<file path="config.mk">
export PLATFORM = sky130hd
export DESIGN_NAME = debug_uart
export DESIGN_NICKNAME = d
export VERILOG_FILES = /design/src/rtl/uart_pkg.sv /design/src/rtl/uart_baud_tick.sv /design/src/rtl/debug_uart.sv
export SDC_FILE = /design/constraint.sdc
export NUM_CORES = 1
export LEC_CHECK = 0
export CAP_MARGIN = 20
export CORE_MARGIN = 1
export CORE_UTILIZATION = 44
export CTS_BUF_LIST = sky130_fd_sc_hd__clkbuf_8
export DETAILED_ROUTE_END_ITERATION = 6
export PLACE_DENSITY = 0.66
export SKIP_LAST_GASP = 1
export SYNTH_ARGS = -nofsm -noshare
export SYNTH_HDL_FRONTEND = slang
export SYNTH_SLANG_ARGS = --single-unit
</file>
<file path="constraint.sdc">
create_clock -name CLK -period 1.9 [get_ports CLK]
set_input_delay 0.19 -clock CLK [delete_from_list [all_inputs] [get_ports CLK]]
set_output_delay 0.19 -clock CLK [all_outputs]
set_load 0.02 [all_outputs]
</file>
<file path="src/rtl/uart_pkg.sv">
// Shared types, divider helper and debug command bytes for the debug UART.
package uart_pkg;

  typedef enum logic [2:0] {
    RxIdle,
    RxStart,
    RxData,
    RxStop,
    RxWaitIdle
  } rx_state_t;

  typedef enum logic [1:0] {
    TxIdle,
    TxStart,
    TxData,
    TxStop
  } tx_state_t;

  // Oversample divider, clamped so a too-fast baud still ticks every cycle.
  function automatic int unsigned calc_div(input int unsigned clk_hz, input int unsigned baud,
                                           input int unsigned os);
    int unsigned d;
    d = clk_hz / (baud * os);
    return (d == 0) ? 1 : d;
  endfunction

  localparam logic [7:0] CmdPing  = 8'h50;
  localparam logic [7:0] CmdWrite = 8'h57;
  localparam logic [7:0] CmdRead  = 8'h52;
  localparam logic [7:0] CmdHalt  = 8'h48;
  localparam logic [7:0] CmdGo    = 8'h47;
  localparam logic [7:0] CmdAck   = 8'h41;

endpackage

</file>
<file path="src/rtl/uart_baud_tick.sv">
// Free-running divider producing a one-cycle oversample tick every DIV clocks.
module uart_baud_tick #(
  parameter int unsigned DIV = 2
) (
  input  logic CLK,
  input  logic RST_N,
  output logic os_tick
);

  localparam int unsigned CntW = (DIV > 1) ? $clog2(DIV) : 1;

  logic [CntW-1:0] cnt_q;

  assign os_tick = (cnt_q == CntW'(DIV - 1));

  always_ff @(posedge CLK or negedge RST_N) begin
    if (!RST_N) begin
      cnt_q <= '0;
    end else if (os_tick) begin
      cnt_q <= '0;
    end else begin
      cnt_q <= cnt_q + 1'b1;
    end
  end

endmodule

</file>
<file path="src/rtl/debug_uart.sv">
// 8N1 UART front end for the debug controller: oversampled RX, cycle-exact TX.
module debug_uart
  import uart_pkg::*;
#(
  parameter int unsigned CLK_FREQ_HZ = 100_000_000,
  parameter int unsigned BAUD        = 115200,
  parameter int unsigned OVERSAMPLE  = 16
) (
  input  logic       CLK,
  input  logic       RST_N,
  input  logic       rx_serial,
  output logic       tx_serial,
  output logic [7:0] rx_byte,
  output logic       rx_valid,
  output logic       rx_frame_err,
  input  logic [7:0] tx_byte,
  input  logic       tx_start,
  output logic       tx_busy
);

  localparam int unsigned Div       = calc_div(CLK_FREQ_HZ, BAUD, OVERSAMPLE);
  localparam int unsigned BitCycles = Div * OVERSAMPLE;
  localparam int unsigned HalfOs    = OVERSAMPLE / 2;
  localparam int unsigned OsCntW    = $clog2(OVERSAMPLE);
  localparam int unsigned TxCntW    = $clog2(BitCycles);

  logic os_tick;

  uart_baud_tick #(
    .DIV(Div)
  ) u_baud_tick (
    .CLK    (CLK),
    .RST_N  (RST_N),
    .os_tick(os_tick)
  );

  // ---------------- RX ----------------
  logic [1:0]        sync_q;
  logic              rx_sync;
  rx_state_t         rx_state_q, rx_state_d;
  logic [OsCntW-1:0] rx_cnt_q, rx_cnt_d;
  logic [2:0]        rx_idx_q, rx_idx_d;
  logic [7:0]        rx_shift_q, rx_shift_d;
  logic [7:0]        rx_byte_q, rx_byte_d;
  logic              rx_valid_q, rx_valid_d;
  logic              rx_err_q, rx_err_d;

  assign rx_sync = sync_q[1];

  always_ff @(posedge CLK or negedge RST_N) begin
    if (!RST_N) begin
      sync_q     <= 2'b11;
      rx_state_q <= RxIdle;
      rx_cnt_q   <= '0;
      rx_idx_q   <= '0;
      rx_shift_q <= '0;
      rx_byte_q  <= '0;
      rx_valid_q <= 1'b0;
      rx_err_q   <= 1'b0;
    end else begin
      sync_q     <= {sync_q[0], rx_serial};
      rx_state_q <= rx_state_d;
      rx_cnt_q   <= rx_cnt_d;
      rx_idx_q   <= rx_idx_d;
      rx_shift_q <= rx_shift_d;
      rx_byte_q  <= rx_byte_d;
      rx_valid_q <= rx_valid_d;
      rx_err_q   <= rx_err_d;
    end
  end

  always_comb begin
    rx_state_d = rx_state_q;
    rx_cnt_d   = rx_cnt_q;
    rx_idx_d   = rx_idx_q;
    rx_shift_d = rx_shift_q;
    rx_byte_d  = rx_byte_q;
    rx_valid_d = 1'b0;
    rx_err_d   = 1'b0;
    unique case (rx_state_q)
      RxIdle: begin
        if (!rx_sync) begin
          rx_cnt_d   = '0;
          rx_state_d = RxStart;
        end
      end
      RxStart: begin
        if (os_tick) begin
          if (rx_cnt_q == OsCntW'(HalfOs - 1)) begin
            rx_cnt_d = '0;
            rx_idx_d = '0;
            // A start bit that is high again at mid-bit was only a glitch.
            rx_state_d = rx_sync ? RxIdle : RxData;
          end else begin
            rx_cnt_d = rx_cnt_q + 1'b1;
          end
        end
      end
      RxData: begin
        if (os_tick) begin
          if (rx_cnt_q == OsCntW'(OVERSAMPLE - 1)) begin
            rx_cnt_d   = '0;
            rx_shift_d = {rx_sync, rx_shift_q[7:1]};
            if (rx_idx_q == 3'd7) rx_state_d = RxStop;
            else                  rx_idx_d   = rx_idx_q + 1'b1;
          end else begin
            rx_cnt_d = rx_cnt_q + 1'b1;
          end
        end
      end
      RxStop: begin
        if (os_tick) begin
          if (rx_cnt_q == OsCntW'(OVERSAMPLE - 1)) begin
            rx_cnt_d = '0;
            if (rx_sync) begin
              rx_byte_d  = rx_shift_q;
              rx_valid_d = 1'b1;
              rx_state_d = RxIdle;
            end else begin
              rx_err_d   = 1'b1;
              rx_state_d = RxWaitIdle;
            end
          end else begin
            rx_cnt_d = rx_cnt_q + 1'b1;
          end
        end
      end
      RxWaitIdle: begin
        if (rx_sync) rx_state_d = RxIdle;
      end
      default: rx_state_d = RxIdle;
    endcase
  end

  assign rx_byte      = rx_byte_q;
  assign rx_valid     = rx_valid_q;
  assign rx_frame_err = rx_err_q;

  // ---------------- TX ----------------
  tx_state_t         tx_state_q, tx_state_d;
  logic [TxCntW-1:0] tx_cnt_q, tx_cnt_d;
  logic [2:0]        tx_idx_q, tx_idx_d;
  logic [7:0]        tx_shift_q, tx_shift_d;
  logic              tx_q, tx_line_d;
  logic              tx_bit_end;

  assign tx_bit_end = (tx_cnt_q == TxCntW'(BitCycles - 1));

  always_ff @(posedge CLK or negedge RST_N) begin
    if (!RST_N) begin
      tx_state_q <= TxIdle;
      tx_cnt_q   <= '0;
      tx_idx_q   <= '0;
      tx_shift_q <= '0;
      tx_q       <= 1'b1;
    end else begin
      tx_state_q <= tx_state_d;
      tx_cnt_q   <= tx_cnt_d;
      tx_idx_q   <= tx_idx_d;
      tx_shift_q <= tx_shift_d;
      tx_q       <= tx_line_d;
    end
  end

  always_comb begin
    tx_state_d = tx_state_q;
    tx_cnt_d   = tx_bit_end ? '0 : tx_cnt_q + 1'b1;
    tx_idx_d   = tx_idx_q;
    tx_shift_d = tx_shift_q;
    unique case (tx_state_q)
      TxIdle: begin
        tx_cnt_d = '0;
        if (tx_start) begin
          tx_shift_d = tx_byte;
          tx_state_d = TxStart;
        end
      end
      TxStart: begin
        if (tx_bit_end) begin
          tx_idx_d   = '0;
          tx_state_d = TxData;
        end
      end
      TxData: begin
        if (tx_bit_end) begin
          tx_shift_d = {1'b0, tx_shift_q[7:1]};
          if (tx_idx_q == 3'd7) tx_state_d = TxStop;
          else                  tx_idx_d   = tx_idx_q + 1'b1;
        end
      end
      TxStop: begin
        if (tx_bit_end) tx_state_d = TxIdle;
      end
      default: tx_state_d = TxIdle;
    endcase
  end

  // Line level is registered from the next state so the pin never glitches.
  always_comb begin
    tx_line_d = 1'b1;
    unique case (tx_state_d)
      TxStart: tx_line_d = 1'b0;
      TxData:  tx_line_d = tx_shift_d[0];
      default: tx_line_d = 1'b1;
    endcase
  end

  assign tx_serial = tx_q;
  assign tx_busy   = (tx_state_q != TxIdle);

endmodule

</file>
======== Yosys cells after proc, flatten, opt, wreduce, memory -nomap -nowiden ========
Index checks and enable logic that the tools add are counted.
storage, ports and cells
  latch bits .............................. 0
  register bits ........................... 60
  word-level logic and storage cells ...... 114
  memories ................................ 0
  bits in read-only memories .............. 0
  input port bits ......................... 12
  bits in writable memories ............... 0
operators by class
  multipliers ............................. 0
  multiplexer cells ....................... 49
  equality and inequality tests ........... 30
  div/mod/pow operators ................... 0
  magnitude comparators ................... 0
  reduce and logical (&&, ||, !) cells .... 15
  bitwise gates (word level) .............. 0
  shift-type cells ........................ 0
  $add $sub $neg .......................... 5
operator list
  operator                 number
  $mux W3                  18
  $ne A2 B2 Y1 const B     14
  $mux W10                 2
  $mux W4                  5
  $mux W8                  2
  $pmux W8 S2              1
  $pmux W3 S5              1
  $mux W2                  6
  $pmux W3 S2              2
  $pmux W4 S3              1
  $reduce_and A4 Y1        3
  $add A10 B1 Y10 const B  1
  $eq A10 B10 Y1 const B   1
  $eq A3 B3 Y1 const B     3
  $reduce_and A9 Y1        1
  $mux W1                  8
  $pmux W2 S4              1
  $reduce_bool A2 Y1       4
  $add A3 B1 Y3 const B    2
  $add A6 B1 Y6 const B    1
  $eq A2 B2 Y1 const B     3
  $eq A3 B2 Y1 const B     2
  $eq A6 B6 Y1 const B     1
  $mux W6                  1
  13 further kinds         15

======== Longest topological paths before layout ========
  word-level depth ........................ 6
  mapped depth ............................ 6
  gate-level depth less buffers ........... 6

======== Modules after synthesis ========
From an unflattened synthesis, not the netlist that was laid out.
second synthesis, totals
  cells, all modules ...................... 255
  area total of the unflattened synthesis .. 2830.2 um^2
by module, submodules not included
  module          instances  cells each  area an instance (um^2)
  debug_uart      1          227         2551.2
  uart_baud_tick  1          28          279.0

======== Worst setup path after synthesis ========
No wires, ideal clock.
  path kind ............................... register -> register
  from .................................... register u_baud_tick.cnt_q[1]
  to ...................................... register rx_idx_q[0]
  setup time .............................. 0.125 ns
  path slack .............................. 0.056 ns
  data required time ...................... 1.775 ns
  stages on the path, launching flop included .. 7
  arrival time ............................ 1.719 ns
  cell sequence ........................... dfrtp_1 -> inv_1 -> ha_1 -> nand4_4 -> nor4_2 -> nand3_2 -> mux2_4
between the ends
  cells in the longest elaborated chain, start to end .. 3
  elaborated cells between the ends (all ways) .. 4
ends and longest elaborated chain
  item                             RTL line              source
  start, declared                  uart_baud_tick.sv:12  logic [CntW-1:0] cnt_q;
  start signal, assigned           uart_baud_tick.sv:22  cnt_q <= cnt_q + 1'b1;
  $eq A6 B6 Y1 (*)                 uart_baud_tick.sv:14  assign os_tick = (cnt_q == CntW'(DIV - 1));
  $ne A2 B2 Y1 (no line)           n/a
  $reduce_and A6 Y1 (no line) (*)  n/a
  end signal, assigned             debug_uart.sv:64      rx_idx_q <= rx_idx_d;
  end, declared                    debug_uart.sv:42      logic [2:0] rx_idx_q, rx_idx_d;
Every way passes the cells marked *; elsewhere a longest branch is shown, timed or not.
A chain may end at the register's enable or synchronous reset.

======== Final worst setup path ========
  from .................................... register rx_idx_q[0]
  to ...................................... register rx_idx_q[0]
between the ends
  cells in the longest elaborated chain, start to end .. 5
  elaborated cells between the ends (all ways) .. 8
ends and longest elaborated chain
  item           RTL line           source
  $add A3 B1 Y3  debug_uart.sv:105  else rx_idx_d = rx_idx_q + 1'b1;
  $mux W3        debug_uart.sv:104  if (rx_idx_q == 3'd7) rx_state_d = RxStop;
  $mux W3        debug_uart.sv:101  if (rx_cnt_q == OsCntW'(OVERSAMPLE - 1)) begin
  $mux W3        debug_uart.sv:100  if (os_tick) begin
  $pmux W3 S2    debug_uart.sv:80   unique case (rx_state_q)
Several ways; a longest one is shown, not always the timed one. The select of a mux whose other input is x is not followed.

==> impl_metrics.csv <==
group,metric,value,unit
sta,slew_headroom,66.0,%
worst_setup_path,cp_max_fo,2,
worst_setup_path,cp_slowest_cell,"or3b_2",
route,wire_per_inst,14.0,µm
job,cap_violations,0,
worst_setup_path,worstPathRequired,2.13,ns
hold_path,hp-class,"input pin to asynchronous set/reset pin",
sta,timing.final.crit_period,1.84,ns
clocking,cts_tree,"done",
yosys,syn_avg_cell_area,10.8,µm²
floorplan,core-area,6350,µm²
worst_setup_path,slowest_delay,0.45,ns
yosys,yosys.area_share.adder,3.46,%
floorplan,ios,24,
global_routing,antenna_found_initial,0,
yosys,synth_edf_count,0,
floorplan,die-height,83.1,µm
route,drc,0,
layout,stdcell_area,3550,µm²
clocking,cts-htree-levels,3,
global_routing,grt_max_degree,51,
global_routing,grt_pass1_vias,2131,
route,ant_nets,0,
floorplan,rows,29,
yosys,synth-main-ff-cell,"dfrtp_1",
sta,clock-skew-final,0.00910,ns
yosys,synthCells,268,
worst_setup_path,reg2reg_from,"rx_idx_q[0]",
sta,max_slew.worst_pin.slew,0.510,ns
worst_setup_path,worstPathArrival,2.06,ns
clocking,cts_buffers,9,
yosys,ys_warn_count,0,
route,drt-initial-drc-count,73,
layout,final_util,56.0,%
yosys,synth.mux.area_fraction,7.78,%
yosys,synth_top_area_cell,"dfrtp_1",
clocking,path_clk_slew,0.07,ns
yosys,synth_nets,288,
placement,portBuffers,23,
clocking,clock_latency,0.34,ns
worst_setup_path,end_kind,"flip-flop",
yosys,synth_top_area_share,49.2,%
worst_setup_path,path_delay_family,"simple AND/OR/NAND/NOR gates",
clocking,clockRootBuffer,"clkbuf_8",
sta,final_max_slew_viol_count,0,
placement,gp_congestion,0.785,
yosys,synth-async-reset-ratio,100,%
worst_setup_path,path_class,"flip-flop to flip-flop",
placement,hpwlAfterDp,3.78,mm
yosys,synth_top_family_by_area,"simple AND/OR/NAND/NOR gates",
global_routing,grt_overflow_total,0,
yosys,synth_seq_cells,60,
yosys,synthSimpleGateAreaFrac,19.6,%
sta,timing.fmax,545,MHz
global_routing,grt_usage,18.0,%
layout,num_antenna_cells,0,
power_and_ir_drop,power_density,810,nW/µm²
yosys,synth_xor_area_share,3.93,%
worst_setup_path,rr_endpoint,"rx_idx_q[0]",
worst_setup_path,r2r_setup_slack,0.06,ns
worst_setup_path,worst_setup_path_start_kind,"flip-flop",
yosys,ys_seq_area_share,52.0,%
clocking,cts.sinks,60,
route,drt_wl_total,5.51,mm
power_and_ir_drop,vdd_ir_drop_max,0.554,mV
sta,period_share,96.6,%
worst_setup_path,rr_worst_depth,6,
sta,rsz0062_at_grt,"true",
yosys,yosysMostFrequentCell,"dfrtp_1",
sta,hold_viol,0,
worst_setup_path,crit_buf_inv,0,
route,num_vias,2138,
layout,final_layout_size_suffix_gt1_share,21.1,%
yosys,syn_area,2900,µm²
sta,setup_viol,0,
layout,fin_nets,333,
placement,placed_area,3320,µm²
floorplan,initial_core_util,45.6,%
floorplan,fp.dieW,83.1,µm
power_and_ir_drop,p_leak,0.00159,µW
clocking,clk_path_buf_depth,2,
route,vias_per_cell,5.41,
floorplan,die-area,6910,µm²
route,firstDrtPassIters,4,
yosys,yosys.cell_types.count,49,
yosys,synth_common_cells,"57 x dfrtp_1, 26 x nor2_1, 22 x nand2_1",
yosys,synth-compound-area-share,10.2,%
sta,setup_tns,0,ns
layout,synthToLayoutAreaGrowth,22.7,%
outcome,status,"finished, final reports clean",
worst_setup_path,crit_path_frequent_cell,"ha_1",
worst_setup_path,crit_path_cell_trace,"ha_1, ha_1, or3b_2, o21ai_2, nand3_2, mux2_4",
global_routing,grt_pass1_wl,9.96,mm
yosys,ys_top_cells_by_area,"dfrtp_1 49%, mux2_2 6.2%, ha_1 3.5%",
metrics by stage:
stage	worst slack [ns]	power (µW)	std cells	hold slack (ns)
floorplan	0.0561	1620	268	-0.106
global placement	0.0657	1720	377	0.0864
detailed placement	0.0311	1730	377	0.0872
CTS	0.0203	2920	394	0.247
global route	-0.00339	3040	395	0.262
finish	0.0639	2880	395	0.258
final cells by class:
type	instances	area [µm²]
tap	77	96.3
clock buffer	11	151
clock inverter	5	51.3
inverter	13	48.8
sequential	60	1510
timing repair buffer	43	394
fill	569	2800
multi-input combinational	186	1310
metal layers:
metal  routed length, µm  vias to the layer above  global-route usage (%)
met3                 175                        7                    5.57
met1                2690                     1042                    23.2
met4                  62                        0                    5.64
met5                   0                        -                       0
met2                2590                       38                    29.1
li1                    -                     1051                       -
registers in the layout, indices dropped and copies added (netlist names):
signal,flops
rx_idx_q,3
rx_state_q,3
rx_cnt_q,4
tx_shift_q,8
tx_idx_q,3
tx_state_q,2
rx_byte,8
rx_frame_err,1
rx_shift_q,8
tx_cnt_q,10
rx_valid,1
sync_q,2
tx_serial,1
u_baud_tick.cnt_q,6
cell families (layout without fill, tap and decap cells):
group,count (synthesis),after routing
adder cells (fa/ha/maj),8,8
AO/OA/AOI/OAI,46,46
XOR/XNOR,13,13
multiplexers,20,20
flip-flops,60,60
AND/OR/NAND/NOR,99,99
buffers and inverters,22,72
how the worst max path moves through the flow:
stage               slack [ns]  depth (start not counted)                  from             to
floorplan                 0.06                          6  u_baud_tick.cnt_q[1]    rx_idx_q[0]
global placement          0.07                          6           rx_idx_q[0]    rx_idx_q[0]
detailed placement        0.03                          6           rx_idx_q[0]    rx_idx_q[0]
CTS                       0.02                          6           rx_idx_q[0]    rx_idx_q[0]
global route            -0.003                          6  u_baud_tick.cnt_q[1]  rx_state_q[1]
finish                    0.06                          6           rx_idx_q[0]    rx_idx_q[0]
where the power goes:
part           total [µW]  internal [µW]  switching [µW]
logic                 240            122             118
registers            1470           1370             102
clock network        1170            668             502
cells in the final DEF, fill, tap and decap left out, types with 10 or more instances in the layout:
master and instances:
nor2_1 26, nand3_1 15, clkbuf_8 11, nand2_1 22, dfrtp_1 56, a21oi_1 10, o21ai_0 11, buf_4 17
inv_1 14, clkdlybuf4s50_1 22, mux2_2 16
timing repair:
item | CTS | global route
gates resized for setup | 1 | 4
setup buffers | 0 | 1
hold buffers | 1 | 0
endpoints found under the hold margin | 10 | 0
setup endpoints to repair | 1 | 6
Power figures use the tool's default switching activity.
==> patch 1: new RTL, same settings <==
Re-encode `rx_state_t` (5 states) as Gray code, 3 bits wide.
--- a/src/rtl/uart_pkg.sv
+++ b/src/rtl/uart_pkg.sv
@@ -4,7 +4,7 @@
   typedef enum logic [2:0] {
-    RxIdle,
-    RxStart,
-    RxData,
-    RxStop,
-    RxWaitIdle
+    RxIdle     = 3'b000,
+    RxStart    = 3'b001,
+    RxData     = 3'b011,
+    RxStop     = 3'b010,
+    RxWaitIdle = 3'b110
   } rx_state_t;
Function: same outputs for any inputs over 10 cycles, from zero or initial values and one cycle with RST_N low; not proved beyond that.
==> patch 1 against the unedited design <==
- synthesized area is 2.0% lower
- cell area is 2.0% lower
- sequential cell count is the same
- sequential share of layout area rose by 0.92 points
- utilization is 1.5 points higher
- routed wire length is 5.2% lower
- power rose by 9.8%
- worst setup slack gained 0.030 ns
- first-iteration DRC count is 100% higher
- critical path type unchanged
==> patch 1: results (changes against the unedited design) <==
Critical path
  • Slowest cell on the critical path: dfrtp_1
  • Crit. Startpoint: rx_state_q[1]$_DFFE_PN0P_
  • Worst r2r path cells: 4 (-2)
  • R2r setup slk: 0.09 ns (+0.03 ns)
  • CP max stage delay: 0.47 ns (+0.02 ns)
  • Worst EP arrival: 2.00 ns (-0.06 ns)
  • Worst r2r src: rx_state_q[1]$_DFFE_PN0P_

Logic synthesis
  • Synth top cells by count: 57 x dfrtp_1, 22 x nor2_1, 17 x nand2_1
  • Sequential share of the synthesized area: 53.04% (+1.1 points)
  • Mux share of post-synthesis cell area: 6.349% (-1.4 points)
  • Synthesized net count: 279 (-3.1%)
  • XOR/XNOR share of the synthesized area: 4.012% (+0.081 points)
  • Compound-gate portion of the synthesized area: 12.70% (+2.5 points)
  • Synth area leaders: dfrtp_1 50%, mux2_2 6.3%, ha_1 3.5%, nor2_1 2.9%, dfstp_2 2.8%
  • Adder-Cell Fraction of Synth Area: 3.527% (+0.072 points)

Global route
  • Pin count of the biggest net entering global routing: 27 (-47%)
  • Vias in the first global route: 1,935 (-9.2%)
  • First-pass GRT wire length: 9039 µm (-9.2%)

Power and ir drop
  • Power Clock: 1.42 mW (+21%)
  • Max IR drop VDD: 511.4 µV (-7.7%)
  • Leakage: 1.599 nW (+0.40%)
  • P_int: 2.436 mW (+13%)

Place
  • Worst slack, placed: 0.09460 ns (+0.06345 ns)
  • Placed insts: 359 (-4.8%)

Status
  • Status: completed

Final layout
  • Nets: 316 (-5.1%)
  • Final core occ: 57.43% (+1.5 points)
  • Layout cells sized above 1: 20.27% (-0.80 points)

Route
  • Via/cell ratio: 5.596 (+3.4%)
  • Final wirelength: 5224 µm (-5.2%)

Timing
  • Clock Skews: 0.007316 ns (-0.001780 ns)
[patch 1: cell types whose count changed in the layout (fill, tap and decap cells not counted), sizes merged, moves of 5 or more]
cell / before / now
a221o: 0 / 6
a22oi: 6 / 0
and3: 1 / 9
buf: 20 / 15
nand2: 22 / 17
nor4: 8 / 3
[patch 1: layer usage]
metal	vias to the layer above	track usage [%]	share of wire, %
li1	1018	-	-
met1	1022	24.30	49
met2	58	27.19	46
met3	6	6.044	4.8
met4	0	6.316	0.88
met5	-	0	0
[patch 1: area by class of cell]
| class | count | share of cell area (%) |
|---|---|---|
| clock buffers | 11 | 4.349 |
| clock inverters | 5 | 2.840 |
| inverters | 11 | 1.186 |
| multi-input cells | 176 | 35.48 |
| flip-flops and latches | 60 | 43.31 |
| well taps | 75 | 2.696 |
| repair buffers | 38 | 10.14 |
[patch 1: how the worst min path moves through the flow]
stage                          from                      end  slack [ns]  cells past startpoint
after floorplan               RST_N   rx_byte[0]$_DFFE_PN0P_       -0.11                      0
after CTS                 rx_serial      sync_q[0]$_DFF_PN1_        0.29                      1
after global placement        RST_N  rx_idx_q[2]$_DFFE_PN0P_        0.20                      1
after detailed placement      RST_N  rx_idx_q[2]$_DFFE_PN0P_        0.20                      1
final                     rx_serial      sync_q[0]$_DFF_PN1_        0.30                      1
after global routing      rx_serial      sync_q[0]$_DFF_PN1_        0.29                      1
[patch 1: repair_timing]
item,4_1_cts,5_1_grt
pin swaps,0,0
endpoints found under the setup margin,1,13
hold buffers,1,0
gates resized for setup,1,1
hold endpoints to repair,19,0
==> patch 2: new RTL, same settings <==
Made on the original files. The parameter `CLK_FREQ_HZ` goes from 100_000_000 to 50_000_000.
--- a/src/rtl/debug_uart.sv
+++ b/src/rtl/debug_uart.sv
@@ -4,3 +4,3 @@
 #(
-  parameter int unsigned CLK_FREQ_HZ = 100_000_000,
+  parameter int unsigned CLK_FREQ_HZ = 50_000_000,
   parameter int unsigned BAUD        = 115200,
Formal check against the unedited RTL: no difference found for any inputs over 10 cycles, from zero or initial values and one cycle with RST_N low; that may be too few to reach the edited logic, so the function may still have changed.
==> patch 2 against the unedited design <==
- synthesized area fell by 3.8%
- sequential cell count shrank 2
- synthesized cell count decreased by 6.7%
- die area is 3.7% lower
- power up 7.6%
- routed wire length fell by 12%
- worst setup slack better by 0.046 ns
- cell area is 4.7% lower
- first-iteration DRC count is 63% higher
==> patch 2: results (changes against the unedited design) <==
Critical path
  • R2r setup slk: 0.16 ns (+0.10 ns)
  • Slowest cell on the critical path: clkdlybuf4s50_1
  • CP max stage delay: 0.54 ns (+0.09 ns)
  • Max Fanout on Critical Path: 11 (+9)
  • Worst r2r src: tx_cnt_q[0]$_DFF_PN0_
  • Worst setup path end: tx_busy

Global route
  • GRT Util Overall: 16.65% (-1.4 points)
  • Met2 GRT Util: 25.08% (-4.1 points)
  • Pin count of the biggest net entering global routing: 29 (-43%)

Route
  • Final wirelength: 4844 µm (-12%)
  • M1 WL: 2396 µm (-11%)
  • DRT iter0 DRCs: 119 (+63%)
  • Via/cell ratio: 5.226 (-3.5%)

Final layout
  • Clock buf/inv share: 7.132% (+1.4 points)
  • Buffers excl. clock: 32 (-26%)
  • Max reg flops: 9 (-1)
  • Multi-Input Combinational: 175 (-5.9%)
  • Inverters: 7 (-6)
  • Buffer share of cell area: 9.091% (-2.0 points)
  • Multi-input gate share of the layout cell area: 37.18% (+0.45 points)
  • Sequential cell area share: 43.05% (+0.66 points)
  • Fillers: 521 (-8.4%)
  • Layout cells sized above 1: 21.18% (+0.11 points)

Timing
  • Clock Skews: 0.006346 ns (-0.002750 ns)

Logic synthesis
  • Synthesized net count: 270 (-6.3%)
  • Adder-Cell Fraction of Synth Area: 3.592% (+0.14 points)
  • XOR/XNOR share of the synthesized area: 3.772% (-0.16 points)

Power and ir drop
  • Leakage: 1.509 nW (-5.3%)
  • Net Sw Power: 0.7503 mW (+4.0%)

Place
  • GPL Wtd Cong: 0.8014 (+2.1%)
  • Hpwl dp: 3319 µm (-12%)

Status
  • Status: completed

Floorplan
  • N_taps: 75 (-2.6%)
[patch 2: cell count changes in the layout (fill, tap and decap cells not counted), sizes merged, moves of 5 or more]
cell	before	now
a221o	0	7
nand4	9	3
o21ai	13	21
buf	20	9
nand3	17	5
inv	14	7
and3	1	9
nor2	26	21
a21oi	10	5
nor4	8	1
[patch 2: metrics by stage]
| step | power (mW) | hold slack [ns] | worst slack, ns | std cells |
|---|---|---|---|---|
| final | 3.097 | 0.2569 | 0.1104 | 363 |
| after global routing | 3.254 | 0.2460 | 0.01127 | 363 |
| after detailed placement | 1.745 | 0.1289 | 0.08399 | 346 |
| after CTS | 3.140 | 0.2443 | 0.05995 | 363 |
| after global placement | 1.733 | 0.1271 | 0.1445 | 346 |
| after floorplan | 1.638 | -0.1056 | 0.2544 | 250 |
